==> config.mk <==
export PLATFORM = sky130hd
export DESIGN_NAME = imem_boot_loader
export DESIGN_NICKNAME = d
export VERILOG_FILES = /design/src/rtl/imem_boot_loader_pkg.sv /design/src/rtl/imem_boot_loader.sv
export SDC_FILE = /design/constraint.sdc
export NUM_CORES = 1
export LEC_CHECK = 0
export BUFFER_PORTS_ARGS = -buffer_cell sky130_fd_sc_hd__buf_2
export CAP_MARGIN = 15
export CORE_MARGIN = 2
export CORE_UTILIZATION = 30
export DETAILED_ROUTE_END_ITERATION = 16
export PLACE_DENSITY = 0.52
export SYNTH_ARGS = -nofsm -noshare
export SYNTH_HDL_FRONTEND = slang
export SYNTH_SLANG_ARGS = --single-unit
==> constraint.sdc <==
create_clock -name i_clk -period 7.52 [get_ports i_clk]
set_input_delay 0.376 -clock i_clk [delete_from_list [all_inputs] [get_ports i_clk]]
set_output_delay 0.376 -clock i_clk [all_outputs]
set_load 0.05 [all_outputs]
==> src/rtl/imem_boot_loader_pkg.sv <==
// Shared definitions for the instruction-memory boot loader: FSM encoding and
// frame field widths.
package imem_boot_loader_pkg;

  localparam int unsigned CSUM_W = 8;
  localparam int unsigned LEN_W  = 16;

  typedef enum logic [2:0] {
    S_LEN0,
    S_LEN1,
    S_DATA,
    S_CSUM,
    S_DONE,
    S_ERR
  } boot_state_t;

  // States in which the loader takes bytes from the receive stream.
  function automatic logic accepts_byte(input boot_state_t s);
    return (s == S_LEN0) || (s == S_LEN1) || (s == S_DATA) || (s == S_CSUM);
  endfunction

endpackage

==> src/rtl/imem_boot_loader.sv <==
// Byte-stream program loader: assembles a framed, checksummed image into
// little-endian words for instruction memory and releases the core when verified.
module imem_boot_loader
  import imem_boot_loader_pkg::*;
#(
  parameter int unsigned ADDR_W    = 10,
  parameter int unsigned MAX_WORDS = 1 << ADDR_W
) (
  input  logic              i_clk,
  input  logic              i_rst,
  input  logic              i_rx_valid,
  input  logic [7:0]        i_rx_data,
  output logic              o_rx_ready,
  input  logic              i_reload,
  output logic              o_mem_we,
  output logic [ADDR_W-1:0] o_mem_addr,
  output logic [31:0]       o_mem_wdata,
  output logic              o_core_rst,
  output logic              o_done,
  output logic              o_err
);

  localparam int unsigned CNT_W = ADDR_W + 1;

  boot_state_t       state_q, state_d;
  logic [LEN_W-1:0]  len_q;
  logic [1:0]        byte_idx_q;
  logic [23:0]       asm_q;
  logic [CNT_W-1:0]  word_cnt_q;
  logic [CSUM_W-1:0] sum_q;

  logic              rx_ready_q, mem_we_q, core_rst_q, done_q, err_q;
  logic [ADDR_W-1:0] mem_addr_q;
  logic [31:0]       mem_wdata_q;

  logic              xfer;
  logic [LEN_W-1:0]  len_full;
  logic              len_too_big;
  logic              last_word;

  assign xfer        = i_rx_valid & rx_ready_q;
  assign len_full    = {i_rx_data, len_q[7:0]};
  assign len_too_big = 32'(len_full) > MAX_WORDS;
  // Word counter is one bit wider than the address so a full-size image ends cleanly.
  assign last_word   = (32'(word_cnt_q) + 32'd1) == 32'(len_q);

  always_comb begin
    state_d = state_q;
    case (state_q)
      S_LEN0: if (xfer) state_d = S_LEN1;
      S_LEN1: begin
        if (xfer) begin
          if (len_too_big)            state_d = S_ERR;
          else if (len_full == '0)    state_d = S_CSUM;
          else                        state_d = S_DATA;
        end
      end
      S_DATA: if (xfer && (byte_idx_q == 2'd3) && last_word) state_d = S_CSUM;
      S_CSUM: if (xfer) state_d = (i_rx_data == sum_q) ? S_DONE : S_ERR;
      S_DONE, S_ERR: if (i_reload) state_d = S_LEN0;
      default: state_d = S_LEN0;
    endcase
  end

  always_ff @(posedge i_clk or posedge i_rst) begin
    if (i_rst) begin
      state_q     <= S_LEN0;
      len_q       <= '0;
      byte_idx_q  <= '0;
      asm_q       <= '0;
      word_cnt_q  <= '0;
      sum_q       <= '0;
      rx_ready_q  <= 1'b0;
      mem_we_q    <= 1'b0;
      mem_addr_q  <= '0;
      mem_wdata_q <= '0;
      core_rst_q  <= 1'b1;
      done_q      <= 1'b0;
      err_q       <= 1'b0;
    end else begin
      state_q    <= state_d;
      rx_ready_q <= accepts_byte(state_d);
      mem_we_q   <= 1'b0;
      if (xfer && ((state_q == S_LEN0) || (state_q == S_LEN1) || (state_q == S_DATA)))
        sum_q <= sum_q + i_rx_data;
      case (state_q)
        S_LEN0: if (xfer) len_q[7:0] <= i_rx_data;
        S_LEN1: begin
          if (xfer) begin
            len_q      <= len_full;
            byte_idx_q <= '0;
            word_cnt_q <= '0;
            if (len_too_big) err_q <= 1'b1;
          end
        end
        S_DATA: begin
          if (xfer) begin
            asm_q      <= {i_rx_data, asm_q[23:8]};
            byte_idx_q <= byte_idx_q + 2'd1;
            if (byte_idx_q == 2'd3) begin
              mem_we_q    <= 1'b1;
              mem_wdata_q <= {i_rx_data, asm_q};
              mem_addr_q  <= word_cnt_q[ADDR_W-1:0];
              word_cnt_q  <= word_cnt_q + CNT_W'(1);
            end
          end
        end
        S_CSUM: begin
          if (xfer) begin
            if (i_rx_data == sum_q) begin
              done_q     <= 1'b1;
              core_rst_q <= 1'b0;
            end else begin
              err_q <= 1'b1;
            end
          end
        end
        S_DONE, S_ERR: begin
          if (i_reload) begin
            core_rst_q <= 1'b1;
            done_q     <= 1'b0;
            err_q      <= 1'b0;
            sum_q      <= '0;
            len_q      <= '0;
            word_cnt_q <= '0;
            byte_idx_q <= '0;
            asm_q      <= '0;
          end
        end
        default: ;
      endcase
    end
  end

  assign o_rx_ready  = rx_ready_q;
  assign o_mem_we    = mem_we_q;
  assign o_mem_addr  = mem_addr_q;
  assign o_mem_wdata = mem_wdata_q;
  assign o_core_rst  = core_rst_q;
  assign o_done      = done_q;
  assign o_err       = err_q;

endmodule

==> impl_metrics.yaml, run 1 <==
outcome:
  status: "complete, no violations"
clock_network:
  root_buffer: "clkbuf_16"
  cts_resized: 0
  cts.sinks: 111
  cts_setup_buffers: 0
  cts_buffer_depth: 2
  cts_tree: "built"
  clk-insertion-delay-late_ns: 0.36
  hold_buffers: 0
  htreeDepth: 3
  path_clk_slew_ns: 0.08
  cts_buffers: 9
sta:
  drv_slew: 0
  setup_tns_ns: 0
  worst_clock_skew_ns: 0.01264
  period_needed_ns: 2.591
  finalSetupViolations: 0
  worst_slew_pin_slew_ns: 0.9083
  relSlewSlack: 0.3945
  rsz0062_at_grt: "no"
  fmax_mhz: 385.9
  fin_crit_sh: 0.3446
  hold_viol: 0
power_and_ir_drop:
  p_int_uw: 1083
  swShare: 0.3570
  seqPwrFrac: 0.460
  switchingPower_uw: 601.4
  power_density_mw_per_mm2: 289.9
  ir_worst_vdd_uv: 138.5
  p_leak_uw: 0.002924
  power_frac_clock: 0.285
  p_total_uw: 1685
  pwr-share-comb: 0.255
global_route:
  grt_usage: 0.1394
  grt_max_degree: 71
  grt_pass1_vias: 3892
  grt_overflow_total: 0
  grt_antenna_before_repair: 0
  grt_first_pass_wirelength_mm: 19.82
final_layout:
  area.growth.synth_to_final_pct: 15.61
  fin_util: 0.3529
  final_common_cell: "nand2_1"
  nNetsFinal: 578
  design_area_mm2: 0.005811
  drive_gt1_frac: 0.1747
  final_cell_mix: "nand2_1, dfrtp_1, buf_2"
  nFillCells: 1729
  multi_input_area_mm2: 0.002097
  ff_latch_area_mm2: 0.002779
  antenna_cells: 0
logic_synthesis:
  synth_nets: 533
  yosysSeqAreaShare: 0.5529
  synth_warnings: 0
  synth_edf_count: 0
  syn_inst: 511
  synth_cell_types: 45
  async_flop_share: 1.000
  ys_ff_latch: 111
  synth_area_per_cell_um2: 9.836
  synth_flop_cell: "dfrtp_1"
  synth.cell_area_mm2: 0.005026
die:
  ioPinCount: 59
  core-area_mm2: 0.01647
  rows: 47
  die_w_um: 133.4
  start_util: 0.3052
  die_h_um: 133.4
  dieArea_mm2: 0.01780
placed_design:
  gp_congestion: 0.8332
  portBuffers: 58
  place_hpwl_mm: 8.099
  place_area_mm2: 0.005497
route:
  viasPerCell: 4.912
  drt_iter0_drc: 274
  postRouteAntennaNets: 0
  wl_per_cell_um: 14.81
  drc: 0
  wl_mm: 11.57
  vias: 3836
  dr.pass1.iters: 4
critical_path:
  worst-path-buf-inv: 2
  worstSetupPathType: "reg2reg"
  worstPathRequired_ns: 7.76
  worstPathArrival_ns: 2.83
  cp-end-kind: "flop"
  critPathTopFamily: "simple AND/OR/NAND/NOR gates"
  crit_path_max_incr_delay_ns: 0.64
  startpoint_type: "flop"
  critPathMaxFanout: 40
  ff2ff_setup_slack_ns: 4.93
  critPathSlowestCell: "and4bb_2"
  cp_cell_sequence: "and4bb_2 > nand3_1 > inv_1 > buf_4 > mux2_2"
min_path:
  hp-class: "in2async"
job:
  maxCapViolations: 0
-- power groups by stage --
stage	sequential, uW	combinational [uW]	clock, uW
5_1_grt	786	497	522
3_5_place_dp	786	428	0
3_3_place_gp	784	419	0
2_1_floorplan	767	333	0
4_1_cts	774	430	495
6_report	775	429	481
-- worst paths after layout --
| check | startpoint | endpoint | cells after the start |
|---|---|---|---|
| setup / recovery | state_q[2] | o_mem_addr[2] | 5 |
| hold / removal | i_rst | o_mem_wdata[19] | 2 |
| setup reg to reg | state_q[2] | o_mem_addr[2] | 5 |
| hold reg to reg | o_mem_wdata[5] | o_mem_wdata[5] | 2 |
| max in group asynchronous | i_rst | byte_idx_q[1] | 3 |
| min in group i_clk | i_rx_data[5] | o_mem_wdata[29] | 3 |
-- state kept, by name, summed over array words and instances, names as in the netlist --
signal,flops
asm_q,24
sum_q,8
o_core_rst,1
o_err,1
state_q,3
o_mem_wdata,32
o_rx_ready,1
o_mem_we,1
word_cnt_q,11
byte_idx_q,2
o_done,1
len_q,16
o_mem_addr,10
-- Yosys cell counts (4+ instances only) --
cell type / n / area [um^2]
a21o_1: 4 / 30.03
a21oi_1: 11 / 55.05
a32o_1: 17 / 170.2
and2_1: 5 / 31.28
buf_2: 8 / 40.04
clkbuf_1: 15 / 56.30
dfrtp_1: 110 / 2753
ha_1: 9 / 112.6
inv_1: 8 / 30.03
mux2_2: 14 / 157.7
mux2i_1: 5 / 50.05
nand2_1: 144 / 540.5
nand3_1: 14 / 70.07
nand4_1: 4 / 25.02
nor2_1: 26 / 97.59
nor3_1: 7 / 35.03
nor4_1: 5 / 31.28
o21ai_0: 45 / 225.2
o31ai_1: 4 / 30.03
xnor2_1: 15 / 131.4
xor2_1: 8 / 70.07
-- logic make-up after synthesis --
group	Yosys count	share of synthesized area
AOI/OAI and AO/OA	94	0.1212
xor gates and xnor gates	23	0.04008
adders and majority gates	10	0.02639
buffers and inverters	36	0.03062
DFF	111	0.5529
muxes	19	0.04132
and+or+nand+nor	218	0.1875
-- area by class of cell --
class	count	share of cell area
sequential	111	0.4783
multi-input combinational	364	0.3609
clock buffer	9	0.03876
tap	220	0.04737
clock inverter	7	0.01270
timing repair buffer	62	0.05642
inverter	8	0.005599
-- per-layer routing --
layer | global-route usage | vias to the layer above | routed length [um]
met2 | 0.2148 | 91 | 5290
met1 | 0.1944 | 1887 | 5594
met4 | 0.04728 | 0 | 162
met3 | 0.03196 | 9 | 521
li1 | - | 1849 | -
met5 | 0 | - | 0
-- per-stage QoR --
| step | std cells | setup WS, ns | hold slack [ns] |
|---|---|---|---|
| 6_report | 781 | 4.929 | 0.06196 |
| 5_1_grt | 781 | 4.758 | 0.1028 |
| 4_1_cts | 780 | 4.701 | 0.07654 |
| 3_5_place_dp | 764 | 4.687 | 0.4588 |
| 3_3_place_gp | 764 | 4.873 | 0.4557 |
| 2_1_floorplan | 511 | 4.215 | 0.4391 |
(Power assumes the default switching activity.)
==> inputs of run 2 (changes only) <==
Clock period 7.52 ns to 2.56 ns, I/O delays scaled along.
==> run 2 against run 1 <==
Wire length increased by 1.6%. Via count decreased by 0.36%. Power increased to 2.9 times the previous value. Count of clock-buffer cells in the layout increased by 2. Highest routed layer unchanged. Combinational power increased to 3.1 times the previous value. Largest cell class unchanged. Critical path type unchanged. First-iteration DRC count increased by 6.2%. Critical endpoint is now state_q[0]. Worst hold slack got worse by 0.016 ns.
==> impl_metrics.yaml, run 2 (synthesized netlist as in run 1, its figures left out) <==
placed_design:
  gp_congestion: 0.9018
  portBuffers: 58
  place_hpwl_mm: 8.517
  preCtsSetupSlack_ns: 0.4636
critical_path:
  startpoint_type: "flop"
  worstPathArrival_ns: 2.42
  ff2ff_setup_slack_ns: 0.44
  reg2reg_depth: 6
  r2r-end: "state_q[0]"
  timing.rr.start: "word_cnt_q[3]"
  worstSetupPathType: "reg2reg"
  critPathMaxFanout: 8
  cp-end-kind: "flop"
  worstPathRequired_ns: 2.86
clock_network:
  hold_buffers: 1
  clk-insertion-delay-late_ns: 0.36
  htreeDepth: 3
  root_buffer: "clkbuf_16"
  cts_setup_buffers: 0
  cts_buffer_depth: 2
  cts_tree: "built"
  cts_resized: 0
  cts.sinks: 111
  cts_buffers: 9
  path_clk_slew_ns: 0.07
route:
  wl_mm: 11.75
  dr.pass1.iters: 5
  wl_met3_um: 421
  wl_met2_mm: 5.642
  viasPerCell: 4.832
  vias: 3822
  drt_iter0_drc: 291
  routed.top_layer: "met4"
  postRouteAntennaNets: 0
  met1Wirelength_mm: 5.599
  drc: 0
  wl_per_cell_um: 14.86
die:
  start_util: 0.3052
  dieArea_mm2: 0.01780
  die_h_um: 133.4
  rows: 47
  die_w_um: 133.4
  ioPinCount: 59
  core-area_mm2: 0.01647
global_route:
  grt_usage: 0.1418
  grt_first_pass_wirelength_mm: 19.99
  grt_antenna_before_repair: 0
  grt_overflow_total: 0
  grt_max_degree: 45
  grt_pass1_vias: 3897
sta:
  fin_crit_sh: 0.8293
  hold_viol: 0
  worst_clock_skew_ns: 0.007544
  relSlewSlack: 0.5365
  worst_slew_pin_slew_ns: 0.6938
  period_needed_ns: 2.123
  finalSetupViolations: 0
  drv_slew: 0
  rsz0062_at_grt: "no"
  setup_tns_ns: 0
  fmax_mhz: 471.1
  worst_slack_ns: 0.4371
final_layout:
  nNetsFinal: 588
  fin_util: 0.3578
  final_common_cell: "nand2_1"
  area.growth.synth_to_final_pct: 17.20
  largest_reg_flops: 32
  final_cell_mix: "nand2_1, dfrtp_1, buf_2"
  drive_gt1_frac: 0.1856
  antenna_cells: 0
min_path:
  worstHoldStart: "i_rx_data[6]"
  hold_end: "o_mem_wdata[30]"
  hp-class: "in2reg"
  hold_path_depth: 3
power_and_ir_drop:
  p_leak_uw: 0.002975
  p_total_uw: 4918
  power_density_mw_per_mm2: 834.9
  ir_worst_vdd_uv: 489.5
outcome:
  status: "complete, no violations"
job:
  maxCapViolations: 0
run 2: cell types whose count changed in the layout (fill, tap and decap cells not counted), moves of 2 or more:
cell / change
buf_12: +2
buf_4: +8
inv_8: -3
inv_6: +2
run 2: per-layer routing:
metal,vias up,global-route usage
met1,1864,0.1938
li1,1876,-
met5,-,0
met3,4,0.02702
met4,0,0.04905
met2,78,0.2265
run 2: worst max path at each step:
stage,from,endpoint,slack (ns),cells after the start
after global routing,word_cnt_q[0],state_q[0],0.31,7
after detailed placement,word_cnt_q[3],state_q[0],0.46,6
after global placement,word_cnt_q[4],state_q[0],0.46,6
final,word_cnt_q[3],state_q[0],0.44,6
after CTS,word_cnt_q[3],state_q[0],0.45,6
after floorplan,o_rx_ready,o_mem_wdata[26],0.52,5
run 2: power by group:
| part | internal (uW) | switching, uW | total [uW] |
|---|---|---|---|
| Combinational | 506 | 810 | 1320 |
| Sequential | 2020 | 249 | 2260 |
| Clock | 696 | 642 | 1340 |
| Total | 3220 | 1700 | 4920 |
run 2: cell type report:
class | count | area [um^2]
multi-input combinational | 364 | 2097
inverter | 8 | 33.78
clock inverter | 5 | 40.04
fill | 1746 | 10580
timing repair buffer | 72 | 422.9
sequential | 111 | 2779
clock buffer | 11 | 242.7
tap | 220 | 275.3
run 2: metrics by stage:
step / instances / cell area, um^2 / hold WS, ns
after global placement: 774 / 5598 / 0.2704
after global routing: 791 / 5891 / 0.04157
after CTS: 791 / 5891 / 0.03460
after detailed placement: 774 / 5598 / 0.2769
final: 791 / 5891 / 0.04610
after floorplan: 511 / 5030 / 0.2334
run 2: worst max-delay path, cell delays in order, from the launching register on:
cell	delay (ns)
dfrtp_1	0.55
nand4_2	0.21
or4_4	0.53
o21a_1	0.18
a21o_1	0.17
o22ai_1	0.23
a41o_1	0.19
==> inputs of run 3 (changes only) <==
Settings changed: ABC_AREA from default to 1, PLACE_DENSITY 0.52 to 0.51.
Clock period 2.56 ns to 2 ns, I/O delays scaled along.
==> run 3 against run 2 <==
Power grew 57%. Final area rose by 4.5%. Critical endpoint is now sum_q[6]. Wire length rose by 8.2%. Fmax rose by 14%. Synthesized area is 4.2% higher. Sequential share of layout area fell by 2.1 points. Count of clock-buffer cells in the layout fell by 1. Combinational power grew 110%. Utilization grew 0.079 points. Via count is 12% higher.
==> impl_metrics.yaml, run 3 <==
outcome:
  status: "complete, no violations"
sta:
  drv_slew: 0
  relSlewSlack: 0.5724
  rsz0062_at_grt: "no"
  worst_clock_skew_ns: 0.007637
  hold_viol: 0
  fin_crit_sh: 0.9296
  worst_slew_pin_slew_ns: 0.6401
  setup_tns_ns: 0
  period_needed_ns: 1.859
  hold_slack_ns: 0.06669
  fmax_mhz: 537.9
  finalSetupViolations: 0
final_layout:
  drive_gt1_frac: 0.1535
  largest_reg_flops: 32
  area.growth.synth_to_final_pct: 17.58
  multi_input_area_mm2: 0.002095
  final_cell_mix: "nand2_1, dfrtp_1, o21ai_0"
  final_common_cell: "nand2_1"
  nFillCells: 1822
  ff_latch_area_mm2: 0.002779
  nNetsFinal: 714
  antenna_cells: 0
logic_synthesis:
  synthTopCellsByArea: "dfrtp_1, nand2_1, o21ai_0"
  synth_edf_count: 0
  synth.cell_area_mm2: 0.005238
  synth_area_leader_cell: "dfrtp_1"
  yosysSeqAreaShare: 0.5306
  async_flop_share: 1.000
  synth_commonest_cells: "nand2_1, dfrtp_1, o21ai_0"
  synth_area_per_cell_um2: 8.261
  synth_cell_types: 36
  synth.most_common_cell: "nand2_1"
  syn_inst: 634
  synth_nets: 656
  yosysTopAreaCellShare: 0.5256
  synth_warnings: 0
  synth_flop_cell: "dfrtp_1"
  ys_ff_latch: 111
route:
  postRouteAntennaNets: 0
  viasPerCell: 4.632
  drc: 0
  drt_iter0_drc: 260
  vias: 4271
  dr.pass1.iters: 4
  wl_mm: 12.72
  wl_per_cell_um: 13.79
critical_path:
  worstPathRequired_ns: 2.26
  worstPathArrival_ns: 2.11
  critPathMaxFanout: 3
  startpoint_type: "flop"
  critPathSlowestCell: "fa_1"
  cp-end-kind: "flop"
  cp_cell_sequence: "ha_1 > fa_1 > nand3_1 > nand3_1 > nand2_1 > nand2_1 > a21oi_1 > nor2_1 > o21bai_1 > inv_1"
  crit_path_max_incr_delay_ns: 0.41
  worstSetupPathType: "reg2reg"
power_and_ir_drop:
  swShare: 0.3956
  pwr-share-comb: 0.357
  power_frac_clock: 0.240
  p_int_uw: 4668
  power_density_mw_per_mm2: 1254
  ir_worst_vdd_uv: 637.7
  switchingPower_uw: 3055
  p_leak_uw: 0.003115
  seqPwrFrac: 0.403
clock_network:
  cts_buffers: 9
  cts_buffer_depth: 2
  path_clk_slew_ns: 0.07
  root_buffer: "clkbuf_16"
  cts_setup_buffers: 0
  cts.sinks: 111
  clk-insertion-delay-late_ns: 0.36
  htreeDepth: 3
  cts_tree: "built"
placed_design:
  gp_congestion: 0.8059
  portBuffers: 58
  place_hpwl_mm: 9.467
global_route:
  grt_pass1_vias: 4033
  grt_antenna_before_repair: 0
  grt_usage: 0.1478
  grt_overflow_total: 0
  grt_first_pass_wirelength_mm: 21.21
  grt_max_degree: 57
die:
  ioPinCount: 59
  die_w_um: 136.1
  core-area_mm2: 0.01718
  dieArea_mm2: 0.01853
  start_util: 0.3049
  rows: 48
  die_h_um: 136.1
min_path:
  hp-class: "in2reg"
job:
  maxCapViolations: 0
## run 3: cell types whose count changed after synthesis, moves of 9 or more
cell | before | now
a32o_1 | 17 | 0
mux2_2 | 14 | 0
inv_1 | 8 | 59
nand3_1 | 14 | 38
o21ai_1 | 1 | 10
xnor2_1 | 15 | 3
nand2_1 | 144 | 202
nor2_1 | 26 | 44
o21ai_0 | 45 | 61
## run 3: logic make-up after synthesis
family	after synthesis	synth area share
xor+xnor	6	0.01004
fa+ha+maj	10	0.02532
simple gates	309	0.2458
compound gates	107	0.1161
buf+inv	91	0.07215
flops	111	0.5306
## run 3: power groups by stage
stage,Sequential (uW),Clock (uW),Combinational [uW]
6_report,3110,1850,2760
5_1_grt,3170,2020,3200
4_1_cts,3110,1930,2780
3_5_place_dp,3150,0,2760
3_3_place_gp,3140,0,2710
2_1_floorplan,3170,0,2030
## run 3: through the flow
stage | utilization | std cells | area (um^2) | power [uW] | worst slack (ns)
after floorplan | - | 634 | 5241 | 5196 | 0.2260
after global placement | 0.3392 | 905 | 5826 | 5851 | 0.1781
after detailed placement | 0.3392 | 905 | 5826 | 5909 | 0.1413
after CTS | 0.3576 | 922 | 6142 | 7813 | 0.1171
after global routing | 0.3585 | 922 | 6158 | 8390 | 0.002182
final | 0.3585 | 922 | 6158 | 7723 | 0.1408
## run 3: metal layers
layer / GRT usage / part of all wire / up-vias
met5: 0 / 0 / -
met4: 0.05035 / 0.014 / 0
met3: 0.03579 / 0.061 / 12
met2: 0.2161 / 0.43 / 97
met1: 0.2133 / 0.49 / 1989
li1: - / - / 2173
## run 3: timing repair
action                                  CTS  global route
endpoints found under the hold margin    23             0
hold buffers                              1             0
endpoints found under the setup margin    0             5
resized for setup                         0             4
## run 3: cell type report
cell class	instances	share of cell area
Clock buffer	10	0.03718
Sequential cell	111	0.4512
Timing Repair Buffer	70	0.07030
Clock inverter	6	0.01260
Multi-Input combinational cell	432	0.3401
Inverter	68	0.04287
Tap cell	225	0.04571
## run 3: worst paths after layout
kind	endpoint	startpoint	slack, ns	cells past startpoint
min in group asynchronous	sum_q[4]	i_rst	0.37	3
max in group asynchronous	o_core_rst	i_rst	0.97	4
max	sum_q[6]	sum_q[0]	0.14	10
max reg2reg	sum_q[6]	sum_q[0]	0.14	10
min reg2reg	o_mem_wdata[0]	o_mem_wdata[0]	0.47	2
min	o_mem_wdata[24]	i_rx_data[0]	0.07	3
## run 3: worst max-delay path, delay by kind of cell (launching register included)
| family | cells | cell delay [ns] |
|---|---|---|
| AOI/OAI and AO/OA | 2 | 0.30 |
| DFF | 1 | 0.39 |
| buffers and inverters | 1 | 0.05 |
| adders and majority gates | 2 | 0.62 |
| and+or+nand+nor | 5 | 0.39 |
